<file path="src/rtl/shabal_host.sv">
// Host-side sequencer for a 16-bit Shabal accelerator: splits 32-bit message
// words into half-word loads and reassembles fetched digest halves into words.
module shabal_host #(
  parameter int unsigned TIMEOUT = 1024
) (
  input  logic        clk,
  input  logic        rst_n,
  input  logic        start,
  input  logic        msg_valid,
  output logic        msg_ready,
  input  logic [31:0] msg_data,
  input  logic        msg_last,
  output logic        dig_valid,
  input  logic        dig_ready,
  output logic [31:0] dig_data,
  output logic        dig_last,
  output logic        busy,
  output logic        err,
  output logic        init,
  output logic        load,
  output logic        fetch,
  output logic [15:0] idata,
  input  logic        ack,
  input  logic [15:0] odata
);

  localparam int unsigned TW = $clog2(TIMEOUT + 1);

  typedef enum logic [3:0] {
    IDLE, INIT, GET, LD, LGAP, FT, FGAP, OUT, ERR
  } state_t;

  state_t        state_q, state_d;
  logic [31:0]   word_q, word_d;
  logic          last_q, last_d;
  logic          half_q, half_d;
  logic [3:0]    wcnt_q, wcnt_d;
  logic          fhalf_q, fhalf_d;
  logic [2:0]    dcnt_q, dcnt_d;
  logic [TW-1:0] tmo_q, tmo_d;

  logic          init_q, init_d;
  logic          load_q, load_d;
  logic          fetch_q, fetch_d;
  logic [15:0]   idata_q, idata_d;
  logic          msg_ready_q, msg_ready_d;
  logic          dig_valid_q, dig_valid_d;
  logic [31:0]   dig_data_q, dig_data_d;
  logic          dig_last_q, dig_last_d;
  logic          busy_q, busy_d;
  logic          err_q, err_d;

  always_comb begin
    state_d    = state_q;
    word_d     = word_q;
    last_d     = last_q;
    half_d     = half_q;
    wcnt_d     = wcnt_q;
    fhalf_d    = fhalf_q;
    dcnt_d     = dcnt_q;
    tmo_d      = tmo_q;
    dig_data_d = dig_data_q;
    err_d      = err_q;

    case (state_q)
      IDLE, ERR: begin
        if (start) begin
          state_d = INIT;
          err_d   = 1'b0;
          wcnt_d  = '0;
          dcnt_d  = '0;
          fhalf_d = 1'b0;
        end
      end
      INIT: state_d = GET;
      GET: begin
        if (msg_valid && msg_ready_q) begin
          word_d  = msg_data;
          last_d  = msg_last;
          wcnt_d  = wcnt_q + 4'd1;
          half_d  = 1'b0;
          state_d = LD;
        end
      end
      LD, FT: begin
        if (ack) begin
          if (state_q == FT) begin
            if (!fhalf_q) dig_data_d[31:16] = odata;
            else          dig_data_d[15:0]  = odata;
          end
          state_d = (state_q == LD) ? LGAP : FGAP;
        end else if (tmo_q == TW'(TIMEOUT - 1)) begin
          state_d = ERR;
        end else begin
          tmo_d = tmo_q + TW'(1);
        end
      end
      LGAP: begin
        // wcnt has already advanced past the current word, so 0 means index 15
        if (!half_q) begin
          half_d  = 1'b1;
          state_d = LD;
        end else if (wcnt_q == 4'd0 && last_q) begin
          fhalf_d = 1'b0;
          dcnt_d  = '0;
          state_d = FT;
        end else begin
          state_d = GET;
        end
      end
      FGAP: begin
        if (!fhalf_q) begin
          fhalf_d = 1'b1;
          state_d = FT;
        end else begin
          fhalf_d = 1'b0;
          state_d = OUT;
        end
      end
      OUT: begin
        if (dig_ready && dig_valid_q) begin
          if (dcnt_q == 3'd7) begin
            state_d = IDLE;
          end else begin
            dcnt_d  = dcnt_q + 3'd1;
            state_d = FT;
          end
        end
      end
      default: state_d = IDLE;
    endcase

    if ((state_d == LD || state_d == FT) && state_d != state_q) tmo_d = '0;
    if (state_d == ERR) err_d = 1'b1;

    init_d      = (state_d == INIT);
    load_d      = (state_d == LD);
    fetch_d     = (state_d == FT);
    msg_ready_d = (state_d == GET);
    dig_valid_d = (state_d == OUT);
    dig_last_d  = (state_d == OUT) && (dcnt_d == 3'd7);
    busy_d      = (state_d != IDLE) && (state_d != ERR);
    idata_d     = '0;
    if (state_d == LD) idata_d = half_d ? word_d[15:0] : word_d[31:16];
  end

  always_ff @(posedge clk or negedge rst_n) begin
    if (!rst_n) begin
      state_q     <= IDLE;
      word_q      <= '0;
      last_q      <= 1'b0;
      half_q      <= 1'b0;
      wcnt_q      <= '0;
      fhalf_q     <= 1'b0;
      dcnt_q      <= '0;
      tmo_q       <= '0;
      init_q      <= 1'b0;
      load_q      <= 1'b0;
      fetch_q     <= 1'b0;
      idata_q     <= '0;
      msg_ready_q <= 1'b0;
      dig_valid_q <= 1'b0;
      dig_data_q  <= '0;
      dig_last_q  <= 1'b0;
      busy_q      <= 1'b0;
      err_q       <= 1'b0;
    end else begin
      state_q     <= state_d;
      word_q      <= word_d;
      last_q      <= last_d;
      half_q      <= half_d;
      wcnt_q      <= wcnt_d;
      fhalf_q     <= fhalf_d;
      dcnt_q      <= dcnt_d;
      tmo_q       <= tmo_d;
      init_q      <= init_d;
      load_q      <= load_d;
      fetch_q     <= fetch_d;
      idata_q     <= idata_d;
      msg_ready_q <= msg_ready_d;
      dig_valid_q <= dig_valid_d;
      dig_data_q  <= dig_data_d;
      dig_last_q  <= dig_last_d;
      busy_q      <= busy_d;
      err_q       <= err_d;
    end
  end

  assign init      = init_q;
  assign load      = load_q;
  assign fetch     = fetch_q;
  assign idata     = idata_q;
  assign msg_ready = msg_ready_q;
  assign dig_valid = dig_valid_q;
  assign dig_data  = dig_data_q;
  assign dig_last  = dig_last_q;
  assign busy      = busy_q;
  assign err       = err_q;

endmodule
</file>
<file path="config.mk">
export PLATFORM = sky130hd
export DESIGN_NAME = shabal_host
export DESIGN_NICKNAME = d
export VERILOG_FILES = /design/src/rtl/shabal_host.sv
export SDC_FILE = /design/constraint.sdc
export NUM_CORES = 1
export LEC_CHECK = 0
export ABC_AREA = 1
export ABC_CLOCK_PERIOD_IN_PS = 5400
export CAP_MARGIN = 20
export CORE_MARGIN = 2
export CORE_UTILIZATION = 45
export CTS_CLUSTER_DIAMETER = 120
export CTS_CLUSTER_SIZE = 40
export DETAILED_ROUTE_END_ITERATION = 10
export PLACE_DENSITY = 0.73
export SYNTH_ARGS = -nofsm -noshare
export SYNTH_HDL_FRONTEND = slang
export SYNTH_SLANG_ARGS = --single-unit
</file>
<file path="constraint.sdc">
create_clock -name clk -period 5.4 [get_ports clk]
set_input_delay 1.35 -clock clk [delete_from_list [all_inputs] [get_ports clk]]
set_output_delay 1.35 -clock clk [all_outputs]
set_load 0.005 [all_outputs]
</file>
## After elaboration in Yosys (flattened, before gate mapping)

Cells that the tools add are included.

| word-level totals | value |
|---|---|
| register bits | 113 |
| bits of input ports | 55 |
| output and inout port bits | 56 |
| logic and storage cells | 109 |

| cells by class | value |
|---|---|
| add/subtract/negate cells | 3 |
| equal/unequal tests | 25 |
| multiplexer cells | 37 |
| bitwise operators | 1 |
| reduce and logical (&&, ||, !) cells | 24 |

Operators with widths:

| operator | count |
|---|---|
| 32-bit two-way mux | 2 |
| 11-bit two-way mux | 4 |
| 16-bit two-way mux | 2 |
| 4-bit two-way mux | 7 |
| 4-bit case mux with 7 select lines | 1 |
| 4-bit by 3-bit equality test with 1-bit output, second input constant | 6 |
| 3-bit two-way mux | 8 |
| 4-bit by 2-bit equality test with 1-bit output, second input constant | 4 |
| 4-bit AND reduction | 3 |
| 11-bit by 1-bit adder with 11-bit output, second input constant | 1 |
| 11-bit by 10-bit equality test with 1-bit output, second input constant | 1 |
| 3-bit case mux with 3 select lines | 1 |
| 4-bit by 1-bit equality test with 1-bit output, second input constant | 2 |
| 4-bit equality test, second input constant | 2 |
| 4-bit logical NOT | 2 |
| 2-bit != test, second input constant | 4 |
| 4-bit case mux with 2 select lines | 1 |
| 2-bit nonzero test | 4 |
| 1-bit two-way mux | 7 |
| 3-bit equality test, second input constant | 2 |
| 1-bit logical AND | 6 |
| 3-bit AND reduction | 2 |
| 4-bit by 1-bit adder with 4-bit output, second input constant | 1 |
| 2-bit two-way mux | 2 |
| other kinds (12) | 15 |

## Longest topological paths before layout

| depth | value |
|---|---|
| depth in word-level cells | 10 |
| mapped depth | 14 |

## Worst setup path after synthesis

OpenSTA, ideal clock, no wires.

| path | value |
|---|---|
| path kind | input-to-reg |
| start point | in dig_ready |
| end point | reg idata_q[10] (netlist: idata[10]) |
| data arrival time | 2.343 ns |
| data required time | 5.327 ns |
| path slack | 2.984 ns |
| stages on the path | 11 |
| path buffers | 1 |
| cell sequence | nand2_1 -> inv_1 -> nand2_1 -> nand2_1 -> nand2_1 -> nor2_2 -> nand2_4 -> nor2_4 -> nand2_4 -> buf_6 -> a21oi_2 |

| on the way | value |
|---|---|
| longest elaborated chain between the ends | 5 |

Ends and longest elaborated chain:

| item | RTL line | source |
|---|---|---|
| start, declared | 14 | `input logic dig_ready,` |
| 1-bit logical AND | 121 | `if (dig_ready && dig_valid_q) begin` |
| 4-bit two-way mux | 121 |  |
| 4-bit case mux with 7 select lines | 65 | `case (state_q)` |
| via state_d[2] | 33 | `state_t state_q, state_d;` |
| 4-bit by 2-bit equality test with 1-bit output | 144 | `if (state_d == LD) idata_d = half_d ? word_d[15:0] : word_d[31:16];` |
| 16-bit two-way mux | 144 |  |
| via idata_d[10] | 45 | `logic [15:0] idata_q, idata_d;` |
| end signal, assigned | 179 | `idata_q <= idata_d;` |
| end, declared | 45 |  |

The timed path passes the listed nets, and every way through them passes these cells.
A chain may end at the register's enable or synchronous reset.

## Worst setup path in the final report

| path | value |
|---|---|
| start point | in msg_valid |
| end point | reg idata_q[6] (netlist: idata[6]) |

| on the way | value |
|---|---|
| longest elaborated chain between the ends | 5 |
| elaborated cells on any way between the ends | 10 |
| classes of those cells | eq/ne (1); mux (8); reduce/logical (1) |

Ends and longest elaborated chain:

| item | RTL line | source |
|---|---|---|
| start, declared | 9 | `input logic msg_valid,` |
| 1-bit logical AND (*) | 77 | `if (msg_valid && msg_ready_q) begin` |
| 4-bit two-way mux (tied with other cells) | 77 |  |
| 4-bit case mux with 7 select lines (tied with other cells) | 65 |  |
| 4-bit by 2-bit equality test with 1-bit output / 16-bit two-way mux (equally long branches) | 144 |  |
| 16-bit two-way mux (*) | 144 |  |
| via idata_d[6] | 45 |  |

Mark *: on every way through the listed nets, which the timed path passes. The rest lies on a longest branch.

==> flow_summary.ini <==
[placed_design]
place_ws_ps = 1558
place_area_um2 = 6117
io_buffers = 110
hpwl_um = 7662
dp_cells = 730
gp_congestion = 0.8281

[clock_network]
tritoncts = yes
post_cts_buffers = 0
clkTransAtPathRegs_ps = 60
cts.sinks = 113
cts-root-buf = clkbuf_8
htreeDepth = 4
clkLatencyLatePin_ps = 510
ctsHoldBuffers = 0
cts-buffers-inserted = 17
clockBufferDepth = 2
cts.repair.resized = 0

[final_layout]
syn2layout_area_growth_pct = 37.72
diodes = 0
final_design_area_no_fill_um2 = 6775
finalNonFillerCells = 764
drive_gt1_share_pct = 17.31
fillers = 899
final_nets = 670

[pwr]
p_leak_nw = 3.193
vdd_ir_drop_max_mv = 0.2839
power_mw = 3.879
p_per_area_nw_per_um2 = 572.5

[timing]
tightest_slew_ps = 890.9
fin_ws_ps = 2049
finalSetupTns_ps = 0
slew_headroom_pct = 40.46
setup_viol = 0
final_max_slew_viol_count = 0
period_minus_slack_ps = 3351
hold_viol_final = 0
fmax_mhz = 298.4
period_share_pct = 62.05
rsz0062_at_grt = false
clock_skew_ps = 5.314

[die]
io_pins = 111
placementRows = 38
die_w_um = 108.6
core-area_um2 = 10750
start_util_pct = 45.78
design.die.area_um2 = 11790
die_y_um = 108.6

[outcome]
status = complete, no violations

[flow_run]
maxCapViolCount = 0

[worst_hold_path]
min-delay-path-class = flip-flop to flip-flop
hold_depth = 2

[worst_setup_path]
cp.buffers_inverters = 3
rr_worst_depth = 7
crit_path_start_kind = primary input
cpMaxStageDelayCell = clkdlybuf4s50_1
worstPathMaxFanout = 22
cp_slowest_stage_delay_ps = 480
end_kind = flip-flop
worstPathArrival_ps = 3730
required_ps = 5780
crit_family = buffers and inverters
cp.depth = 7
critical_path_class = primary input to flip-flop
crit_chain = clkdlybuf4s50_1 -> nand4_2 -> buf_4 -> a21oi_4 -> inv_2 -> nand2_1 -> a21oi_2

[yosys]
synthesis.area_um2 = 4920
ys_types = 32
syn_avg_cell_area_um2 = 10.02
synth_seq_area_share_pct = 57.48
syn-num-nets = 550
synthCells = 491
ys_warn_count = 0
ys_ff_latch = 113

[global_route]
overflow = 0
grt_pass1_wl_um = 18890
grt_pass1_vias = 3989
antenna_found_initial = 0
grt_usage_pct = 20.95
grt_start_max_net_pins = 82

[routing]
drt_iter0_markers = 149
drt_wl_total_um = 11330
drc_errors = 0
firstDrtPassIters = 4
ant_nets = 0
via_per_inst = 4.863
vias = 3715
wl_per_cell_um = 14.83
-- layer usage --
metal | GRT usage [%] | up-vias | share of wire, %
li1 | - | 1823 | -
met1 | 26.45 | 1789 | 43
met2 | 33.84 | 92 | 50
met3 | 6.691 | 11 | 5.6
met4 | 7.692 | 0 | 0.92
met5 | 0 | - | 0
-- power by group --
| part | total (mW) | internal (mW) | switching (mW) |
|---|---|---|---|
| Combinational | 1.39 | 0.655 | 0.735 |
| Clock | 1.15 | 0.761 | 0.390 |
| Sequential | 1.34 | 1.18 | 0.162 |
-- flip-flops by register name (all words and copies together), names as in the netlist, 3 cells and up --
name      count
dig_data     32
wcnt_q        4
dcnt_q        3
state_q       4
tmo_q        11
word_q       32
idata        16
-- path summary, 6_finish.rpt --
kind | endpoint | from | slack [ps]
max in group asynchronous | dig_data[27] | rst_n | 3750
setup / recovery | idata[6] | msg_valid | 2050
setup reg to reg | idata[6] | state_q[3] | 2530
min in group asynchronous | dcnt_q[1] | rst_n | 650
hold reg to reg | dig_data[25] | dig_data[25] | 480
hold / removal | dig_data[25] | dig_data[25] | 480
-- layout make-up --
type	count	area [µm²]	share of cell area [%]
clock buffers	19	431.7	6.371
clock inverters	13	183.9	2.715
inverters	51	191.4	2.825
multi-input cells	314	1809	26.70
flip-flops and latches	113	2828	41.74
well taps	140	175.2	2.585
repair buffers	114	1156	17.06
-- cell families after synthesis --
| family | synth area share, % |
|---|---|
| xor gates and xnor gates | 1.602 |
| buffers and inverters | 5.747 |
| muxes | 7.553 |
| adders and majority gates | 1.017 |
| and+or+nand+nor | 17.88 |
| DFF | 57.48 |
| AOI/OAI and AO/OA | 8.724 |
-- synthesized netlist by cell type --
cell | number | area share [%]
buf_4 | 1 | 0.15
clkinv_1 | 1 | 0.076
nand2_4 | 4 | 0.92
nand2_1 | 122 | 9.3
buf_6 | 5 | 1.1
o22ai_1 | 1 | 0.13
nor3_1 | 3 | 0.31
o21ai_1 | 2 | 0.20
a21oi_1 | 20 | 2.0
nor2_4 | 4 | 0.92
nor2_1 | 26 | 2.0
nor2_2 | 2 | 0.25
a21oi_2 | 9 | 1.6
o21ai_0 | 39 | 4.0
nand2_2 | 8 | 1.0
o211ai_1 | 2 | 0.31
nand3_2 | 3 | 0.61
inv_1 | 44 | 3.4
o31ai_1 | 1 | 0.15
buf_2 | 1 | 0.10
nand3_1 | 18 | 1.8
nand3_4 | 1 | 0.36
mux2_2 | 33 | 7.6
a21oi_4 | 1 | 0.33
ha_1 | 4 | 1.0
inv_2 | 6 | 0.46
xnor2_1 | 4 | 0.71
dfrtp_1 | 113 | 57
clkbuf_1 | 6 | 0.46
nor4_1 | 1 | 0.13
xor2_1 | 5 | 0.89
nand4_2 | 1 | 0.25
-- cell usage in the layout (no fill, tap or decap), drive strengths merged --
master,n
mux2,33
nand4,1
dfrtp,113
nand3,22
ha,4
clkdlybuf4s50,109
clkinv,5
clkinvlp,3
xor2,5
nor2,32
nor4,1
buf,5
o21ai,41
bufinv,4
nor3,3
inv,52
o31ai,1
o211ai,2
xnor2,4
clkbuf,19
o22ai,1
nand2,134
a21oi,30
-- worst min-delay path, delay by kind of cell (launching register included) --
family / cells / cell delay (ps)
compound gates: 1 / 50
flops: 1 / 340
simple gates: 1 / 50
-- metrics by stage --
stage | hold slack (ps) | util [%]
after detailed placement | 472.1 | 56.93
after global routing | 509.9 | 63.05
after CTS | 486.6 | 62.66
after global placement | 465.8 | 56.93
after floorplan | 461.8 | -
final | 477.0 | 63.05
(Power assumes the default switching activity.)
